`config.mk`:
```
export PLATFORM = sky130hd
export DESIGN_NAME = mdio_phy_arbiter_flat
export DESIGN_NICKNAME = d
export VERILOG_FILES = /design/src/rtl/mdio_phy_arbiter_if.sv /design/src/rtl/mdio_phy_arbiter.sv /design/src/flat_wrapper.sv
export SDC_FILE = /design/constraint.sdc
export NUM_CORES = 1
export LEC_CHECK = 0
export ABC_AREA = 0
export CORE_UTILIZATION = 46
export CTS_CLUSTER_DIAMETER = 50
export DETAILED_ROUTE_END_ITERATION = 10
export MAX_ROUTING_LAYER = met4
export PLACE_DENSITY = 0.76
export SLEW_MARGIN = 20
export SYNTH_ARGS = -nofsm -noshare
export SYNTH_HDL_FRONTEND = slang
export SYNTH_SLANG_ARGS = --single-unit
export TNS_END_PERCENT = 30
```
`constraint.sdc`:
```
create_clock -name gtx_clk -period 3 [get_ports gtx_clk]
set_clock_uncertainty 0.15 [all_clocks]
set_input_delay 0.75 -clock gtx_clk [delete_from_list [all_inputs] [get_ports gtx_clk]]
set_output_delay 0.75 -clock gtx_clk [all_outputs]
set_load 0.1 [all_outputs]
```
`src/rtl/mdio_phy_arbiter_if.sv`:
```
// Requester-side handshake bundle for the shared MDIO arbiter.
// Three requesters are packed side by side; [0]=U, [1]=A, [2]=B.
interface mdio_phy_arbiter_if;
    logic [2:0]  req;
    logic [2:0]  wr;
    logic [14:0] reg_addr;
    logic [47:0] wdata;
    logic [2:0]  done;
    logic [15:0] rdata;
    logic        rd_err;
    logic        busy;

    modport master (output req, wr, reg_addr, wdata, input done, rdata, rd_err, busy);
    modport slave  (input req, wr, reg_addr, wdata, output done, rdata, rd_err, busy);
endinterface

```
`src/rtl/mdio_phy_arbiter.sv`:
```
// Round-robin arbiter that shares one Clause-22 MDIO bus among three PHY ports,
// serialising a 64-bit frame per grant on a divided MDC and returning read data.
module mdio_phy_arbiter #(
    parameter int         CLK_FREQ   = 125_000_000,
    parameter int         MDC_FREQ   = 2_500_000,
    parameter logic [4:0] PHY_ADDR_U = 5'd1,
    parameter logic [4:0] PHY_ADDR_A = 5'd2,
    parameter logic [4:0] PHY_ADDR_B = 5'd3
) (
    input  logic               gtx_clk,
    input  logic               reset,
    mdio_phy_arbiter_if.slave  bus,
    output logic               mdc,
    output logic               mdio_o,
    output logic               mdio_oe,
    input  logic               mdio_i
);
    localparam int HALF  = CLK_FREQ / (2 * MDC_FREQ);
    localparam int DIV_W = $clog2(2 * HALF);
    localparam logic [DIV_W-1:0] DIV_RISE = DIV_W'(HALF - 1);
    localparam logic [DIV_W-1:0] DIV_LAST = DIV_W'(2 * HALF - 1);
    localparam logic [DIV_W-1:0] DIV_ONE  = DIV_W'(1);

    typedef enum logic [1:0] {
        S_IDLE  = 2'd0,
        S_GRANT = 2'd1,
        S_FRAME = 2'd2,
        S_GAP   = 2'd3
    } state_t;

    state_t             state_q, state_d;
    logic [1:0]         ptr_q, ptr_d;
    logic [1:0]         idx_q, idx_d;
    logic               wr_q, wr_d;
    logic [31:0]        word_q, word_d;
    logic [DIV_W-1:0]   div_q, div_d;
    logic [5:0]         bit_q, bit_d;
    logic [15:0]        rsh_q, rsh_d;
    logic               ta_q, ta_d;
    logic [2:0]         done_q, done_d;
    logic [15:0]        rdata_q, rdata_d;
    logic               rd_err_q, rd_err_d;
    logic               busy_q, busy_d;
    logic               mdc_q, mdc_d;
    logic               mdio_o_q, mdio_o_d;
    logic               mdio_oe_q, mdio_oe_d;
    logic [1:0]         pick_s;
    logic               pick_wr_s;
    logic [5:0]         bit_nx_s;

    // First asserted requester searching upward from the one after ptr.
    function automatic logic [1:0] rr_pick(input logic [1:0] ptr, input logic [2:0] rq);
        logic [1:0] pick;
        case (ptr)
            2'd0:    pick = rq[1] ? 2'd1 : (rq[2] ? 2'd2 : 2'd0);
            2'd1:    pick = rq[2] ? 2'd2 : (rq[0] ? 2'd0 : 2'd1);
            default: pick = rq[0] ? 2'd0 : (rq[1] ? 2'd1 : 2'd2);
        endcase
        return pick;
    endfunction

    // ST, OP, PHYAD, REGAD, TA and data; reads leave TA/data released (all ones).
    function automatic logic [31:0] build_word(input logic [1:0] g, input logic wr_bit,
                                               input logic [14:0] ra, input logic [47:0] wd);
        logic [4:0]  phy;
        logic [4:0]  regad;
        logic [15:0] data;
        case (g)
            2'd1:    begin phy = PHY_ADDR_A; regad = ra[9:5];   data = wd[31:16]; end
            2'd2:    begin phy = PHY_ADDR_B; regad = ra[14:10]; data = wd[47:32]; end
            default: begin phy = PHY_ADDR_U; regad = ra[4:0];   data = wd[15:0];  end
        endcase
        if (wr_bit) begin
            return {2'b01, 2'b01, phy, regad, 2'b10, data};
        end else begin
            return {2'b01, 2'b10, phy, regad, 2'b11, 16'hFFFF};
        end
    endfunction

    // Next-state and output computation for the arbiter and frame serialiser.
    always_comb begin
        state_d   = state_q;
        ptr_d     = ptr_q;
        idx_d     = idx_q;
        wr_d      = wr_q;
        word_d    = word_q;
        div_d     = div_q;
        bit_d     = bit_q;
        rsh_d     = rsh_q;
        ta_d      = ta_q;
        done_d    = 3'b000;
        rdata_d   = rdata_q;
        rd_err_d  = rd_err_q;
        busy_d    = busy_q;
        mdc_d     = mdc_q;
        mdio_o_d  = mdio_o_q;
        mdio_oe_d = mdio_oe_q;
        pick_s    = rr_pick(ptr_q, bus.req);
        bit_nx_s  = bit_q + 6'd1;
        case (pick_s)
            2'd1:    pick_wr_s = bus.wr[1];
            2'd2:    pick_wr_s = bus.wr[2];
            default: pick_wr_s = bus.wr[0];
        endcase

        case (state_q)
            S_IDLE: begin
                if (bus.req != 3'b000) begin
                    idx_d   = pick_s;
                    ptr_d   = pick_s;
                    wr_d    = pick_wr_s;
                    word_d  = build_word(pick_s, pick_wr_s, bus.reg_addr, bus.wdata);
                    busy_d  = 1'b1;
                    state_d = S_GRANT;
                end else begin
                    busy_d  = 1'b0;
                end
            end
            S_GRANT: begin
                div_d     = {DIV_W{1'b0}};
                bit_d     = 6'd0;
                rsh_d     = 16'h0000;
                ta_d      = 1'b0;
                mdc_d     = 1'b0;
                mdio_o_d  = 1'b1;
                mdio_oe_d = 1'b1;
                state_d   = S_FRAME;
            end
            S_FRAME: begin
                if (div_q == DIV_RISE) begin
                    // PHY data is taken on the same edge MDC rises.
                    div_d = div_q + DIV_ONE;
                    mdc_d = 1'b1;
                    if (bit_q == 6'd47) begin
                        ta_d = mdio_i;
                    end else begin
                        ta_d = ta_q;
                    end
                    if (bit_q >= 6'd48) begin
                        rsh_d = {rsh_q[14:0], mdio_i};
                    end else begin
                        rsh_d = rsh_q;
                    end
                end else if (div_q == DIV_LAST) begin
                    div_d = {DIV_W{1'b0}};
                    if (bit_q == 6'd63) begin
                        done_d = 3'b001 << idx_q;
                        if (wr_q) begin
                            rd_err_d = 1'b0;
                        end else begin
                            rdata_d  = rsh_q;
                            rd_err_d = ta_q;
                        end
                        mdio_oe_d = 1'b0;
                        mdio_o_d  = 1'b1;
                        state_d   = S_GAP;
                    end else begin
                        bit_d = bit_nx_s;
                        mdc_d = 1'b0;
                        if (bit_nx_s >= 6'd32) begin
                            mdio_o_d = word_q[31];
                            word_d   = {word_q[30:0], 1'b0};
                        end else begin
                            mdio_o_d = 1'b1;
                        end
                        // Reads hand the bus to the PHY for the turnaround.
                        if (!wr_q && (bit_nx_s == 6'd46)) begin
                            mdio_oe_d = 1'b0;
                        end else begin
                            mdio_oe_d = mdio_oe_q;
                        end
                    end
                end else begin
                    div_d = div_q + DIV_ONE;
                end
            end
            S_GAP: begin
                if (div_q == DIV_LAST) begin
                    div_d   = {DIV_W{1'b0}};
                    busy_d  = 1'b0;
                    state_d = S_IDLE;
                end else begin
                    div_d   = div_q + DIV_ONE;
                end
            end
            default: begin
                state_d = S_IDLE;
            end
        endcase
    end

    // State and output registers with synchronous reset.
    always_ff @(posedge gtx_clk) begin
        if (reset) begin
            state_q   <= S_IDLE;
            ptr_q     <= 2'd2;
            idx_q     <= 2'd0;
            wr_q      <= 1'b0;
            word_q    <= 32'h0000_0000;
            div_q     <= {DIV_W{1'b0}};
            bit_q     <= 6'd0;
            rsh_q     <= 16'h0000;
            ta_q      <= 1'b0;
            done_q    <= 3'b000;
            rdata_q   <= 16'h0000;
            rd_err_q  <= 1'b0;
            busy_q    <= 1'b0;
            mdc_q     <= 1'b1;
            mdio_o_q  <= 1'b1;
            mdio_oe_q <= 1'b0;
        end else begin
            state_q   <= state_d;
            ptr_q     <= ptr_d;
            idx_q     <= idx_d;
            wr_q      <= wr_d;
            word_q    <= word_d;
            div_q     <= div_d;
            bit_q     <= bit_d;
            rsh_q     <= rsh_d;
            ta_q      <= ta_d;
            done_q    <= done_d;
            rdata_q   <= rdata_d;
            rd_err_q  <= rd_err_d;
            busy_q    <= busy_d;
            mdc_q     <= mdc_d;
            mdio_o_q  <= mdio_o_d;
            mdio_oe_q <= mdio_oe_d;
        end
    end

    assign bus.done   = done_q;
    assign bus.rdata  = rdata_q;
    assign bus.rd_err = rd_err_q;
    assign bus.busy   = busy_q;
    assign mdc        = mdc_q;
    assign mdio_o     = mdio_o_q;
    assign mdio_oe    = mdio_oe_q;
endmodule

```
`src/flat_wrapper.sv`:
```
// flat-port wrapper written by rule: the top's interface ports become plain ports
module mdio_phy_arbiter_flat 
#(
    parameter int         CLK_FREQ   = 125_000_000,
    parameter int         MDC_FREQ   = 2_500_000,
    parameter logic [4:0] PHY_ADDR_U = 5'd1,
    parameter logic [4:0] PHY_ADDR_A = 5'd2,
    parameter logic [4:0] PHY_ADDR_B = 5'd3
)
  (gtx_clk, reset, mdc, mdio_o, mdio_oe, mdio_i, bus_req, bus_wr, bus_reg_addr, bus_wdata, bus_done, bus_rdata, bus_rd_err, bus_busy);
  mdio_phy_arbiter_if bus_i ();
  input  logic gtx_clk;
  input  logic reset;
  output logic mdc;
  output logic mdio_o;
  output logic mdio_oe;
  input  logic mdio_i;
  input wire logic [$bits(bus_i.req)-1:0] bus_req;
  input wire logic [$bits(bus_i.wr)-1:0] bus_wr;
  input wire logic [$bits(bus_i.reg_addr)-1:0] bus_reg_addr;
  input wire logic [$bits(bus_i.wdata)-1:0] bus_wdata;
  output wire logic [$bits(bus_i.done)-1:0] bus_done;
  output wire logic [$bits(bus_i.rdata)-1:0] bus_rdata;
  output wire logic [$bits(bus_i.rd_err)-1:0] bus_rd_err;
  output wire logic [$bits(bus_i.busy)-1:0] bus_busy;
  assign bus_i.req = bus_req;
  assign bus_i.wr = bus_wr;
  assign bus_i.reg_addr = bus_reg_addr;
  assign bus_i.wdata = bus_wdata;
  assign bus_done = bus_i.done;
  assign bus_rdata = bus_i.rdata;
  assign bus_rd_err = bus_i.rd_err;
  assign bus_busy = bus_i.busy;
  mdio_phy_arbiter #(.CLK_FREQ(CLK_FREQ), .MDC_FREQ(MDC_FREQ), .PHY_ADDR_U(PHY_ADDR_U), .PHY_ADDR_A(PHY_ADDR_A), .PHY_ADDR_B(PHY_ADDR_B)) u_core (.gtx_clk(gtx_clk), .reset(reset), .bus(bus_i), .mdc(mdc), .mdio_o(mdio_o), .mdio_oe(mdio_oe), .mdio_i(mdio_i));
endmodule
```
==> results.yml <==
run_status:
  status: "complete, no violations"
clocking:
  clock_latency_ps: 360
  htreeDepth: 3
  cts_buffer_depth: 2
  cts_buffers: 9
  cts-root-buf: "clkbuf_8"
  cts_tree: "built"
  cts_num_sinks: 91
  clk_pin_slew_ps: 90
min_path:
  hold_class: "reg -> reg"
  holdPathStages: 2
drt:
  drt_iter0_drc: 327
  ant_nets: 0
  finalWirelength_mm: 11.9
  via_count: 4459
  wire_per_inst_microns: 15.3
  first_pass_iters: 5
  drc_errors: 0
  drt-vias-per-instance: 5.76
place:
  dp_hpwl_mm: 8.41
  pre_cts_slack_ps: -347
  globalplace.congestion: 0.844
  detailed_place.area_sq_um: 5620
  io_buffers: 95
  place_inst: 758
critical_path:
  critPathMaxFanout: 18
  arrival_ps: 3000
  cp-end-kind: "register"
  critPathRequiredTime_ps: 3120
  reg2reg_depth: 9
  worstSetupPathType: "in -> reg"
  crit_path_start_kind: "primary input"
final_layout:
  area_delta_synth_final_pct: 30.4
  post-route-util_pct: 62.7
  fin_area_sq_um: 5870
  diodes: 0
  drive_gt1_share_pct: 13.3
  final_nets: 723
  instances_no_fill: 774
pwr:
  peakVddDrop_mv: 0.508
  clkPwrFrac_pct: 18.9
  leakagePower_nw: 2.13
  switching_share_pct: 40.5
  power_mw: 4.81
  p_int_mw: 2.86
  pwr-share-seq_pct: 33.0
  power_density_nw_per_um2: 820
  switchingPower_mw: 1.95
  p_comb_share_pct: 48.1
timing:
  setup_viol: 0
  finalCriticalPeriod_ps: 2880
  slew_headroom_pct: 49.9
  postLayoutSetupSlackWorst_ps: 118
  tightest_slew_ps: 750
  fmax_mhz: 347
  slew_violations: 0
  period_share_pct: 96.1
  finalHoldViolations: 0
global_routing:
  grt_pass1_wl_mm: 20.1
  gr-usage-all-layers_pct: 25.4
  overflow: 0
  antenna_found_initial: 0
  grt_max_degree: 48
  grt_pass1_vias: 4228
floorplanning:
  rows: 35
  initial_core_util_pct: 48.1
  dieArea_sq_um: 10200
  die_y_microns: 101
  die_w_microns: 101
  io_pins: 96
  fp.coreArea_sq_um: 9370
synthesis:
  synth-edff-count: 0
  ys_ff_latch: 91
  postSynthAreaPerCell_sq_um: 8.19
  yosysMostFrequentCell: "dfxtp_1"
  syn_area_sq_um: 4510
  synth_largest_area_cell: "dfxtp_1"
  ys.flop_type: "dfxtp_1"
  async_flop_share_pct: 0
  synth_warnings: 0
  ys_top_cells_by_area: "dfxtp_1 40%, o21ai_0 6.8%, a22oi_1 5.8%"
  netlist.area_leader.share_pct: 40.4
  syn-instance-count: 550
  ys_seq_area_share_pct: 40.4
  syn-num-nets: 633
  synthTopCellsByCount: "91 x dfxtp_1, 61 x o21ai_0, 58 x nor2_1, 50 x nand2_1"
  ys_types: 56
flow_run:
  drv_cap: 0
-- flip-flops by register name, summed over array words and instances, names as in the netlist --
register / flops
u_core.bit_q: 6
u_core.bus.busy: 1
u_core.bus.done: 3
u_core.bus.rd_err: 1
u_core.bus.rdata: 16
u_core.div_q: 6
u_core.idx_q: 2
u_core.mdc: 1
u_core.mdio_o: 1
u_core.mdio_oe: 1
u_core.ptr_q: 1
u_core.rsh_q: 16
u_core.state_q: 2
u_core.ta_q: 1
u_core.word_q: 32
u_core.wr_q: 1
-- worst paths after layout --
| kind | endpoint | slack, ps | start |
|---|---|---|---|
| max reg2reg | u_core.bit_q[2] | 440 | u_core.state_q[0] |
| min | u_core.word_q[30] | 310 | u_core.word_q[30] |
| min reg2reg | u_core.word_q[30] | 310 | u_core.word_q[30] |
| max | u_core.word_q[28] | 120 | bus_req[2] |
-- cells by family (layout without fill, tap and decap cells) --
kind of cell	Yosys count	in the layout	share of synthesized area (%)
compound gates	202	202	29.6
buf+inv	60	155	5.53
xor+xnor	8	8	1.56
mux	3	3	0.667
fa+ha+maj	11	11	3.05
simple gates	175	175	19.2
flops	91	91	40.4
-- per-stage QoR --
stage	hold slack (ps)	setup TNS, ps
final	306	0
after floorplan	273	0
after CTS	306	0
after global placement	289	-7120
after detailed placement	292	-8450
after global routing	322	-17.4
-- final cells by class --
class / count / area [sq um]
clock inverters: 7 / 98.8
clock buffers: 9 / 124
repair buffers: 124 / 1140
flip-flops and latches: 91 / 1820
well taps: 129 / 161
multi-input cells: 399 / 2470
fillers: 826 / 3500
inverters: 15 / 56.3
-- metal layers --
metal  up-vias  wire length [microns]  GRT usage (%)
li1       2207                      -              -
met1      2100                   5210           31.2
met2       124                   5890           42.6
met3        28                    543           4.16
met4         0                    206           7.80
met5         -                      0              -
-- cells in the final DEF, fill, tap and decap left out, drive strengths merged, types with 4 or more instances in the layout --
master         synthesis  layout
dfxtp                 91      91
clkdlybuf4s50          0      70
o21ai                 64      64
nor2                  58      58
buf                   10      54
nand2                 50      50
a22oi                 35      35
a21oi                 33      33
o211ai                32      32
or3                   16      16
inv                   13      15
nor3                  12      12
ha                    11      11
nor4                  10      10
clkbuf                35       9
nand3                  9       9
a2111oi                6       6
xor2                   5       5
a221oi                 5       5
a31oi                  4       4
a22o                   4       4
clkinv                 2       4
-- power groups by stage --
stage               combinational [mW]  sequential [mW]  clock, mW
floorplan                         1.47             1.67          0
global placement                  2.20             1.60          0
detailed placement                2.24             1.61          0
CTS                               2.26             1.59      0.935
global route                      2.57             1.62      0.994
finish                            2.32             1.59      0.908
-- timing repair --
item                       in CTS  in global routing
cloned                          0                  0
hold buffers                    0                  0
setup endpoints to repair       1                 13
resized for setup               1                  8
buffers inserted                0                  0
pin swaps                       0                  0
-- worst max-delay path, stage by stage --
cell and delay (ps):
clkdlybuf4s50_1 520, nand2b_1 120, o22ai_1 60, o21ai_1 200, buf_4 150, ha_1 220
a221o_1 160, o21ai_1 70, buf_6 160, nor2_1 250, a21oi_1 70, a311oi_1 270
Power figures use the tool's default switching activity.
